### src/rtl/pc_step_ctrl_pkg.sv
// Shared types and constants for the program-counter step controller.
// Holds the debounce state encoding and the synchroniser depth.
package pc_step_pkg;

   typedef enum logic [1:0] {
      IDLE    = 2'd0,
      PRESS_B = 2'd1,
      HELD    = 2'd2,
      REL_B   = 2'd3
   } deb_state_t;

   localparam int SYNC_STAGES = 2;

endpackage : pc_step_pkg

### src/rtl/pc_step_ctrl_if.sv
// Button/PC bundle between the environment (master) and pc_step_ctrl (slave).
// Inputs are levels sampled on clk; outputs are registered and change only after clk rises.
interface pc_step_if #(
   parameter int PC_W = 8
) ();
   import pc_step_pkg::*;

   logic            manual_plus;
   logic            pc_ld;
   logic [PC_W-1:0] pc_in;
   logic            pc_hold;
   logic [PC_W-1:0] PC;
   logic            step_pulse;
   logic            key_state;
   logic            pc_wrap;
   deb_state_t      dbg_state;

   modport master (
      output manual_plus, pc_ld, pc_in, pc_hold,
      input  PC, step_pulse, key_state, pc_wrap, dbg_state
   );

   modport slave (
      input  manual_plus, pc_ld, pc_in, pc_hold,
      output PC, step_pulse, key_state, pc_wrap, dbg_state
   );

endinterface : pc_step_if

### src/rtl/pc_step_ctrl_key_debounce.sv
// Synchronises and debounces an active-low push button, producing one step per
// confirmed press plus optional auto-repeat steps while the button stays held.
module key_debounce
   import pc_step_pkg::*;
#(
   parameter int DEB_CYC   = 10000,
   parameter int CNT_W     = 20,
   parameter int REPEAT_EN = 0,
   parameter int HOLD_CYC  = 25000000,
   parameter int REP_CYC   = 5000000
) (
   input  logic       clk,
   input  logic       rst_n,
   input  logic       key_raw_n,
   output logic       step_pulse,
   output logic       key_state,
   output deb_state_t state
);

   localparam logic [CNT_W-1:0] DEB_LAST  = CNT_W'(DEB_CYC - 1);
   localparam logic [CNT_W-1:0] HOLD_LAST = CNT_W'(HOLD_CYC - 1);
   localparam logic [CNT_W-1:0] REP_LAST  = CNT_W'(REP_CYC - 1);

   logic [SYNC_STAGES-1:0] sync_q, sync_d;
   logic                   key_s;

   deb_state_t             state_q, state_d;
   logic [CNT_W-1:0]       cnt_q, cnt_d;
   logic [CNT_W-1:0]       rep_cnt_q, rep_cnt_d;
   logic                   rep_first_q, rep_first_d;
   logic                   key_state_q, key_state_d;
   logic                   step_q, step_d;
   logic [CNT_W-1:0]       rep_target;

   // Released level is 1, so the synchroniser resets to 1 to avoid a false press.
   assign sync_d = {sync_q[SYNC_STAGES-2:0], key_raw_n};
   assign key_s  = sync_q[SYNC_STAGES-1];

   assign rep_target = rep_first_q ? HOLD_LAST : REP_LAST;

   always_ff @(posedge clk or negedge rst_n) begin
      if (!rst_n) begin
         sync_q      <= '1;
         state_q     <= IDLE;
         cnt_q       <= '0;
         rep_cnt_q   <= '0;
         rep_first_q <= 1'b1;
         key_state_q <= 1'b1;
         step_q      <= 1'b0;
      end else begin
         sync_q      <= sync_d;
         state_q     <= state_d;
         cnt_q       <= cnt_d;
         rep_cnt_q   <= rep_cnt_d;
         rep_first_q <= rep_first_d;
         key_state_q <= key_state_d;
         step_q      <= step_d;
      end
   end

   always_comb begin
      state_d     = state_q;
      cnt_d       = cnt_q;
      rep_cnt_d   = rep_cnt_q;
      rep_first_d = rep_first_q;
      key_state_d = key_state_q;
      step_d      = 1'b0;

      case (state_q)
         IDLE: begin
            if (!key_s) begin
               state_d = PRESS_B;
               cnt_d   = '0;
            end
         end

         PRESS_B: begin
            if (key_s) begin
               state_d = IDLE;
               cnt_d   = '0;
            end else if (cnt_q == DEB_LAST) begin
               state_d     = HELD;
               cnt_d       = '0;
               key_state_d = 1'b0;
               step_d      = 1'b1;
               rep_cnt_d   = '0;
               rep_first_d = 1'b1;
            end else begin
               cnt_d = cnt_q + 1'b1;
            end
         end

         HELD: begin
            if (key_s) begin
               state_d = REL_B;
               cnt_d   = '0;
            end else if (REPEAT_EN != 0) begin
               // First repeat waits HOLD_CYC, later ones REP_CYC.
               if (rep_cnt_q == rep_target) begin
                  step_d      = 1'b1;
                  rep_cnt_d   = '0;
                  rep_first_d = 1'b0;
               end else begin
                  rep_cnt_d = rep_cnt_q + 1'b1;
               end
            end
         end

         REL_B: begin
            if (!key_s) begin
               state_d     = HELD;
               cnt_d       = '0;
               rep_cnt_d   = '0;
               rep_first_d = 1'b1;
            end else if (cnt_q == DEB_LAST) begin
               state_d     = IDLE;
               cnt_d       = '0;
               key_state_d = 1'b1;
            end else begin
               cnt_d = cnt_q + 1'b1;
            end
         end

         default: begin
            state_d     = IDLE;
            cnt_d       = '0;
            rep_cnt_d   = '0;
            rep_first_d = 1'b1;
            key_state_d = 1'b1;
         end
      endcase
   end

   assign step_pulse = step_q;
   assign key_state  = key_state_q;
   assign state      = state_q;

endmodule : key_debounce

### src/rtl/pc_step_ctrl.sv
// Program-counter step controller: debounced button steps drive a PC register
// with synchronous load (highest priority), freeze and wrap at PC_LAST.
module pc_step_ctrl
   import pc_step_pkg::*;
#(
   parameter int              PC_W      = 8,
   parameter int              DEB_CYC   = 10000,
   parameter int              CNT_W     = 20,
   parameter int              REPEAT_EN = 0,
   parameter int              HOLD_CYC  = 25000000,
   parameter int              REP_CYC   = 5000000,
   parameter logic [PC_W-1:0] PC_LAST   = {PC_W{1'b1}}
) (
   input  logic     clk,
   input  logic     pc_clr,
   pc_step_if.slave bus
);

   logic [PC_W-1:0] pc_q, pc_d;
   logic            wrap_q, wrap_d;
   logic            step;
   logic            key_state;
   deb_state_t      deb_state;

   key_debounce #(
      .DEB_CYC   (DEB_CYC),
      .CNT_W     (CNT_W),
      .REPEAT_EN (REPEAT_EN),
      .HOLD_CYC  (HOLD_CYC),
      .REP_CYC   (REP_CYC)
   ) u_key_debounce (
      .clk        (clk),
      .rst_n      (pc_clr),
      .key_raw_n  (bus.manual_plus),
      .step_pulse (step),
      .key_state  (key_state),
      .state      (deb_state)
   );

   always_ff @(posedge clk or negedge pc_clr) begin
      if (!pc_clr) begin
         pc_q   <= '0;
         wrap_q <= 1'b0;
      end else begin
         pc_q   <= pc_d;
         wrap_q <= wrap_d;
      end
   end

   // A step coinciding with load or hold is dropped, never queued.
   always_comb begin
      pc_d   = pc_q;
      wrap_d = 1'b0;
      if (bus.pc_ld) begin
         pc_d = bus.pc_in;
      end else if (!bus.pc_hold && step) begin
         if (pc_q == PC_LAST) begin
            pc_d   = '0;
            wrap_d = 1'b1;
         end else begin
            pc_d = pc_q + 1'b1;
         end
      end
   end

   assign bus.PC         = pc_q;
   assign bus.step_pulse = step;
   assign bus.key_state  = key_state;
   assign bus.pc_wrap    = wrap_q;
   assign bus.dbg_state  = deb_state;

endmodule : pc_step_ctrl

### src/flat_wrapper.sv
// flat-port wrapper written by rule: the top's interface ports become plain ports
module pc_step_ctrl_flat import pc_step_pkg::*;
#(
   parameter int              PC_W      = 8,
   parameter int              DEB_CYC   = 10000,
   parameter int              CNT_W     = 20,
   parameter int              REPEAT_EN = 0,
   parameter int              HOLD_CYC  = 25000000,
   parameter int              REP_CYC   = 5000000,
   parameter logic [PC_W-1:0] PC_LAST   = {PC_W{1'b1}}
)
  (clk, pc_clr, bus_manual_plus, bus_pc_ld, bus_pc_in, bus_pc_hold, bus_PC, bus_step_pulse, bus_key_state, bus_pc_wrap, bus_dbg_state);
  pc_step_if #(.PC_W(PC_W)) bus_i ();
  input  logic clk;
  input  logic pc_clr;
  input wire logic [$bits(bus_i.manual_plus)-1:0] bus_manual_plus;
  input wire logic [$bits(bus_i.pc_ld)-1:0] bus_pc_ld;
  input wire logic [$bits(bus_i.pc_in)-1:0] bus_pc_in;
  input wire logic [$bits(bus_i.pc_hold)-1:0] bus_pc_hold;
  output wire logic [$bits(bus_i.PC)-1:0] bus_PC;
  output wire logic [$bits(bus_i.step_pulse)-1:0] bus_step_pulse;
  output wire logic [$bits(bus_i.key_state)-1:0] bus_key_state;
  output wire logic [$bits(bus_i.pc_wrap)-1:0] bus_pc_wrap;
  output wire logic [$bits(bus_i.dbg_state)-1:0] bus_dbg_state;
  assign bus_i.manual_plus = bus_manual_plus;
  assign bus_i.pc_ld = bus_pc_ld;
  assign bus_i.pc_in = bus_pc_in;
  assign bus_i.pc_hold = bus_pc_hold;
  assign bus_PC = bus_i.PC;
  assign bus_step_pulse = bus_i.step_pulse;
  assign bus_key_state = bus_i.key_state;
  assign bus_pc_wrap = bus_i.pc_wrap;
  assign bus_dbg_state = bus_i.dbg_state;
  pc_step_ctrl #(.PC_W(PC_W), .DEB_CYC(DEB_CYC), .CNT_W(CNT_W), .REPEAT_EN(REPEAT_EN), .HOLD_CYC(HOLD_CYC), .REP_CYC(REP_CYC), .PC_LAST(PC_LAST)) u_core (.clk(clk), .pc_clr(pc_clr), .bus(bus_i));
endmodule
### config.mk
export PLATFORM = sky130hd
export DESIGN_NAME = pc_step_ctrl_flat
export DESIGN_NICKNAME = d
export VERILOG_FILES = /design/src/rtl/pc_step_ctrl_pkg.sv /design/src/rtl/pc_step_ctrl_if.sv /design/src/rtl/pc_step_ctrl_key_debounce.sv /design/src/rtl/pc_step_ctrl.sv /design/src/flat_wrapper.sv
export SDC_FILE = /design/constraint.sdc
export NUM_CORES = 1
export LEC_CHECK = 0
export BUFFER_PORTS_ARGS = -buffer_cell sky130_fd_sc_hd__buf_2
export CAP_MARGIN = 20
export CORE_MARGIN = 2
export CORE_UTILIZATION = 35
export DETAILED_ROUTE_END_ITERATION = 10
export PLACE_DENSITY = 0.63
export SYNTH_ARGS = -nofsm -noshare
export SYNTH_HDL_FRONTEND = slang
export SYNTH_SLANG_ARGS = --single-unit
### constraint.sdc
create_clock -name clk -period 2.3 [get_ports clk]
set_input_delay 0.69 -clock clk [delete_from_list [all_inputs] [get_ports clk]]
set_output_delay 0.69 -clock clk [all_outputs]
set_load 0.05 [all_outputs]
==> impl_metrics.tcl, run 1 <==
set metrics [dict create \
    status "finished clean" \
    synth_nets 229 \
    cp-start-kind "flip-flop" \
    place.gp.congestion 0.839 \
    antenna_found_initial 0 \
    netlist_area_sq_um 1910 \
    period_minus_slack_ns 1.90 \
    synth_seq_cells 35 \
    cts_setup_buffers 0 \
    ios 26 \
    layout.cells.non_filler 313 \
    coreArea_sq_um 5170 \
    maxCapViolations 0 \
    nets 257 \
    die-area_sq_um 6050 \
    dp.cells 305 \
    path_clk_slew_ns 0.07 \
    die_x_microns 77.8 \
    postCtsHoldBufs 0 \
    synth_cell_types 44 \
    synthCells 214 \
    synthFlopType "dfrtp_1" \
    ys_seq_area_share_pct 46.1 \
    hold_path_class "reg -> reg" \
    worstPathMaxFanout 17 \
    drv_slew 0 \
    criticalPathCategory "reg -> reg" \
    gr-usage-all-layers_pct 14.5 \
    syn_avg_cell_area_sq_um 8.91 \
    fin_skew_ns 0.00728 \
    vias 1680 \
    period_share_pct 82.6 \
    cts_tree "done" \
    ctsHtreeMaxLevel 2 \
    power_mw 1.73 \
    cp.required_ns 2.47 \
    dp_hpwl_microns 2920 \
    start_util_pct 36.9 \
    fp-row-count 26 \
    port_buffers 25 \
    grt_max_degree 36 \
    grt_pass1_wl_microns 7110 \
    max_freq_ghz 0.526 \
    clk_path_buf_depth 2 \
    power.density_nw_per_um2 797 \
    final-hold-violation-count 0 \
    gr-total-overflow 0 \
    drt_iter0_drc 80 \
    peakVddDrop_v 0.000712 \
    insertedDiodeCount 0 \
    yosysWarningCount 0 \
    numCtsBuffers 5 \
    drc 0 \
    cts_sinks 35 \
    cp.arrival_ns 2.07 \
    setup_viol 0 \
    rsz0062_at_grt "false" \
    first_global_vias 1561 \
    viasPerCell 5.37 \
    insertion_delay_ns 0.28 \
    drive_above_1_share_pct 18.9 \
    p_leak_nw 0.941 \
    maxSlewHeadroom_pct 34.4 \
    syn_to_final_growth_pct 14.0 \
    routed_wl_microns 4180 \
    root_buffer "clkbuf_8" \
    synth_edf_count 0 \
    critPathCaptureType "flip-flop" \
    async_flop_share_pct 100 \
    worstMarginPinSlew_ns 0.980 \
    setup_tns_ns 0 \
    ant_nets 0 \
    cts_resized 0 \
    first_pass_iters 4 \
    die_h_microns 77.8 \
    wire_per_inst_microns 13.4 \
]
-- metal layers --
metal / part of all wire (%) / GRT usage [%] / routed length, microns
met5: 0 / 0 / 0
met4: 1.2 / 4.11 / 49
met3: 5.8 / 3.37 / 244
met2: 48 / 23.3 / 2000
met1: 45 / 19.4 / 1890
-- where the power goes --
group,total (mW),switching [mW],internal (mW)
registers,0.737,0.0692,0.667
logic,0.580,0.419,0.161
clock network,0.417,0.205,0.212
-- sequential cells by signal, indices dropped and copies added, names as in the netlist, named ones only --
register                          flops
u_core.u_key_debounce.cnt_q          20
u_core.bus.PC                         8
u_core.u_key_debounce.sync_q          2
u_core.bus.pc_wrap                    1
u_core.u_key_debounce.key_state       1
u_core.u_key_debounce.state           1
u_core.u_key_debounce.step_pulse      1
-- worst max-delay path: stages (launching register included) --
cell     delay (ns)
dfrtp_1        0.40
ha_1           0.22
and3_1         0.27
nand3_2        0.14
o21ai_4        0.39
o21ai_1        0.13
a22o_1         0.24
-- logic make-up (layout without fill, tap and decap cells) --
group / after synthesis / in the layout / synth area share, %
DFF: 35 / 35 / 46.1
adders and majority gates: 2 / 2 / 1.31
muxes: 1 / 1 / 0.525
AOI/OAI and AO/OA: 60 / 60 / 18.7
xor gates and xnor gates: 4 / 4 / 1.84
buffers and inverters: 14 / 43 / 3.61
and+or+nand+nor: 98 / 98 / 27.9
-- layout by cell type (no fill, tap or decap), types with 2 or more instances in the layout --
master and n:
o21ai_1 8, and3_1 6, dfstp_2 3, clkbuf_8 5, ha_1 2, a22oi_1 2, inv_1 9, nand4_1 4
nand3_1 15, nand2_1 25, nor2_1 17, buf_2 25, a21o_1 3, nor4_1 3, nor2b_1 2, nor3_1 6
o21ai_0 20, or3_1 6, a21oi_1 17, dfrtp_1 32, clkbuf_1 2, nand4_2 2, a22o_1 3, xor2_1 3
nor4b_2 2
-- cells in the mapped netlist (2+ instances only) --
library cell | count | area, sq um
a22o_1 | 3 | 26.3
nand4_1 | 4 | 25.0
o21ai_0 | 20 | 100
nand4_2 | 2 | 25.0
nor2_1 | 17 | 63.8
inv_1 | 9 | 33.8
nor4b_2 | 2 | 30.0
nor3_1 | 6 | 30.0
nand2_1 | 25 | 93.8
a21o_1 | 3 | 22.5
a21oi_1 | 17 | 85.1
dfstp_2 | 3 | 78.8
and3_1 | 6 | 37.5
xor2_1 | 3 | 26.3
buf_6 | 2 | 22.5
nor2b_1 | 2 | 12.5
nand3_1 | 15 | 75.1
clkbuf_1 | 2 | 7.51
ha_1 | 2 | 25.0
dfrtp_1 | 32 | 801
or3_1 | 6 | 37.5
nor4_1 | 3 | 18.8
o21ai_1 | 8 | 40.0
a22oi_1 | 2 | 15.0
-- final timing paths --
path	from	endpoint	slack, ns	depth (start not counted)
worst max register to register	u_core.u_key_debounce.cnt_q[0]	u_core.u_key_debounce.cnt_q[3]	0.40	6
worst min register to register	u_core.u_key_debounce.sync_q[0]	u_core.u_key_debounce.sync_q[1]	0.36	0
min in group asynchronous	pc_clr	u_core.bus.PC[4]	0.44	2
worst max-delay path	u_core.u_key_debounce.cnt_q[0]	u_core.u_key_debounce.cnt_q[3]	0.40	6
worst min-delay path	u_core.u_key_debounce.sync_q[0]	u_core.u_key_debounce.sync_q[1]	0.36	0
max in group asynchronous	pc_clr	u_core.u_key_debounce.sync_q[0]	1.51	2
-- metrics by stage --
step                area [sq um]  util [%]  setup WS (ns)  hold slack, ns
CTS                         2170      42.0          0.397           0.357
floorplan                   1910         -          0.509           0.345
global route                2170      42.0          0.207           0.360
global placement            2090      40.4          0.421           0.346
finish                      2170      42.0          0.401           0.356
detailed placement          2090      40.4          0.396           0.347
-- layout make-up --
| cell class | count | area (sq um) |
|---|---|---|
| multi-input cells | 165 | 958 |
| inverters | 9 | 33.8 |
| repair buffers | 26 | 133 |
| clock inverters | 1 | 5.00 |
| fillers | 511 | 3000 |
| flip-flops and latches | 35 | 880 |
| clock buffers | 7 | 76.3 |
| well taps | 70 | 87.6 |
Power figures use the tool's default switching activity.
==> run 2, diff against run 1 <==
--- a/config.mk
+++ b/config.mk
@@ -5,12 +5,13 @@
 export SDC_FILE = /design/constraint.sdc
 export NUM_CORES = 1
 export LEC_CHECK = 0
+export ABC_AREA = 1
 export BUFFER_PORTS_ARGS = -buffer_cell sky130_fd_sc_hd__buf_2
 export CAP_MARGIN = 20
 export CORE_MARGIN = 2
 export CORE_UTILIZATION = 35
 export DETAILED_ROUTE_END_ITERATION = 10
-export PLACE_DENSITY = 0.63
+export PLACE_DENSITY = 0.64
 export SYNTH_ARGS = -nofsm -noshare
 export SYNTH_HDL_FRONTEND = slang
 export SYNTH_SLANG_ARGS = --single-unit
==> constraint.sdc (replaced) <==
create_clock -name clk -period 1.7 [get_ports clk]
set_input_delay 0.51 -clock clk [delete_from_list [all_inputs] [get_ports clk]]
set_output_delay 0.51 -clock clk [all_outputs]
set_load 0.05 [all_outputs]
==> run 2 against run 1 <==
Against the previous run: sequential power is 36% higher; clock power up 63%; worst hold slack got worse by 0.25 ns; power grew 38%; sequential cell count stayed put; synthesized cell count up 42%; critical path type is now reg -> out.
==> impl_metrics.tcl, run 2 <==
set metrics [dict create \
    drc 0 \
    slowest_stage "dfstp_2" \
    yosysWarningCount 0 \
    p_leak_nw 1.23 \
    ys_seq_area_share_pct 40.5 \
    place.gp.congestion 0.888 \
    syn_avg_cell_area_sq_um 7.17 \
    cts_tree "done" \
    dp_hpwl_microns 4000 \
    root_buffer "clkbuf_8" \
    setup_viol 0 \
    nets 355 \
    synth_edf_count 0 \
    final-hold-violation-count 0 \
    power_switching_mw 0.911 \
    viasPerCell 4.92 \
    power.density_nw_per_um2 934 \
    peakVddDrop_v 0.000471 \
    gr-total-overflow 0 \
    r2r-end "u_core.u_key_debounce.cnt_q[15]" \
    wire_per_inst_microns 12.6 \
    critPathCaptureType "output pin" \
    rsz0062_at_grt "false" \
    yosysTopAreaCellShare_pct 36.8 \
    crit_start "u_core.u_key_debounce.key_state" \
    grt_pass1_wl_microns 8850 \
    clk_path_buf_depth 2 \
    path_depth 1 \
    final_common_cell "nand2_1" \
    met1Wirelength_microns 2310 \
    worstMarginPinSlew_ns 0.351 \
    wl_met3_microns 281 \
    cts_sinks 35 \
    grt_max_degree 18 \
    fp-row-count 28 \
    path_clk_slew_ns 0.07 \
    maxSlewHeadroom_pct 76.6 \
    synth_area_leaders "dfrtp_1 37%, nand2_1 17%, inv_1 6.7%" \
    period_share_pct 94.4 \
    synthFlopType "dfrtp_1" \
    insertion_delay_ns 0.29 \
    top_register "u_core.u_key_debounce.cnt_q" \
    die_h_microns 82.8 \
    start_util_pct 36.5 \
    die-area_sq_um 6860 \
    first_pass_iters 6 \
    maxCapViolations 0 \
    power_mw 2.39 \
    max_freq_ghz 0.623 \
    cp.required_ns 1.19 \
    criticalPathCategory "reg -> out" \
    seqPwrFrac_pct 41.9 \
    p_clk_share_pct 28.4 \
    worstPathMaxFanout 2 \
    ctsHtreeMaxLevel 2 \
    final_cell_mix "99 x nand2_1, 39 x inv_1, 32 x dfrtp_1, 30 x nor2_1, 28 x nand3_1" \
    reg2reg_depth 8 \
    postCtsHoldBufs 0 \
    ant_nets 0 \
    internal-power_mw 1.48 \
    largest_reg_flops 20 \
    antenna_found_initial 0 \
    routed_wl_microns 5260 \
    setup_tns_ns 0 \
    vias 2046 \
    syn_to_final_growth_pct 17.8 \
    cpLargestDelayFamily "flip-flops" \
    drv_slew 0 \
    port_buffers 25 \
    top_layer_used "met4" \
    cp.arrival_ns 1.09 \
    preCtsSetupSlack_ns -0.0261 \
    period_minus_slack_ns 1.60 \
    async_flop_share_pct 100 \
    fin_skew_ns 0.00311 \
    insertedDiodeCount 0 \
    netlist.top_cell.by_area "dfrtp_1" \
    gr-usage-all-layers_pct 15.7 \
    first_global_vias 1970 \
    netlist_area_sq_um 2170 \
    synth_cell_types 31 \
    worstPathBufferInverterCount 1 \
    numCtsBuffers 5 \
    hold_path_class "in -> async" \
    coreArea_sq_um 5960 \
    r2r_start "u_core.u_key_debounce.cnt_q[1]" \
    ios 26 \
    drive_above_1_share_pct 20.2 \
    synth_seq_cells 35 \
    crit_chain "buf_2" \
    swShare_pct 38.1 \
    wl_met2_microns 2600 \
    r2r_setup_slack_ns 0.13 \
    fin_ws_ns 0.0951 \
    synthCells 303 \
    cp-start-kind "flip-flop" \
    synth_nets 318 \
    holdWs_ns 0.108 \
    status "finished clean" \
    netlist_top_cells_count "99 x nand2_1, 39 x inv_1, 32 x dfrtp_1" \
    max_stage_delay_ns 0.54 \
    pwr-share-comb_pct 29.8 \
    endpoint "bus_key_state" \
    synth.most_common_cell "nand2_1" \
    drt_iter0_drc 126 \
    die_x_microns 82.8 \
]
-- run 2: cell count changes after synthesis, moves of 7 or more --
cell | before | now
nand2_1 | 25 | 99
inv_1 | 9 | 39
a21oi_1 | 17 | 2
nand3_1 | 15 | 28
nor2_1 | 17 | 30
o21ai_0 | 20 | 12
o21ai_1 | 8 | 1
-- run 2: routing by layer --
layer  up-vias  GRT usage, %
li1       1037             -
met4         0          5.07
met3         6          3.58
met2        66          26.8
met5         -             0
met1       937          19.5
-- run 2: stage by stage --
stage / util [%] / instance area, sq um / std cells
floorplan: - / 2170 / 303
global placement: 40.7 / 2420 / 406
detailed placement: 40.7 / 2420 / 406
CTS: 42.5 / 2530 / 414
global route: 43.0 / 2560 / 416
finish: 43.0 / 2560 / 416
-- run 2: what timing repair did --
| item | in CTS | in global routing |
|---|---|---|
| setup endpoints to repair | 11 | 14 |
| cloned | 0 | 1 |
| setup buffers | 0 | 1 |
| gates resized for setup | 1 | 3 |
| pin swaps | 0 | 1 |
-- run 2: cell families (layout without fill, tap and decap cells) --
group | count (synthesis) | after routing | share of synthesized area (%)
xor+xnor | 6 | 6 | 2.42
simple gates | 188 | 189 | 39.7
buf+inv | 44 | 81 | 8.41
mux | 1 | 1 | 0.461
fa+ha+maj | 2 | 2 | 1.15
compound gates | 27 | 27 | 7.37
flops | 35 | 35 | 40.5
-- run 2: cell type report --
cell class	count	area [sq um]
clock buffer	7	96.3
clock inverter	1	7.51
fill	606	3400
inverter	40	150
multi-input combinational	225	1130
sequential	35	880
tap	75	93.8
timing repair buffer	33	198
-- run 2: how the worst min path moves through the flow --
stage / start / cells after the start / endpoint / slack (ns)
after floorplan: pc_clr / 0 / asynchronous set/reset pin / 0.21
after global placement: u_core.u_key_debounce.sync_q[0] / 0 / u_core.u_key_debounce.sync_q[1] / 0.35
after detailed placement: u_core.u_key_debounce.sync_q[0] / 0 / u_core.u_key_debounce.sync_q[1] / 0.35
after CTS: pc_clr / 1 / u_core.bus.PC[1] / 0.12
after global routing: pc_clr / 1 / u_core.bus.PC[2] / 0.11
final: pc_clr / 1 / u_core.bus.PC[2] / 0.11
-- run 2: power by group through the flow --
stage          Clock, mW  Combinational [mW]  Sequential, mW
6_report           0.679               0.712            1.00
3_3_place_gp           0               0.661            1.01
5_1_grt            0.728               0.782            1.01
2_1_floorplan          0               0.350            1.16
4_1_cts            0.690               0.674            1.00
3_5_place_dp           0               0.664            1.02
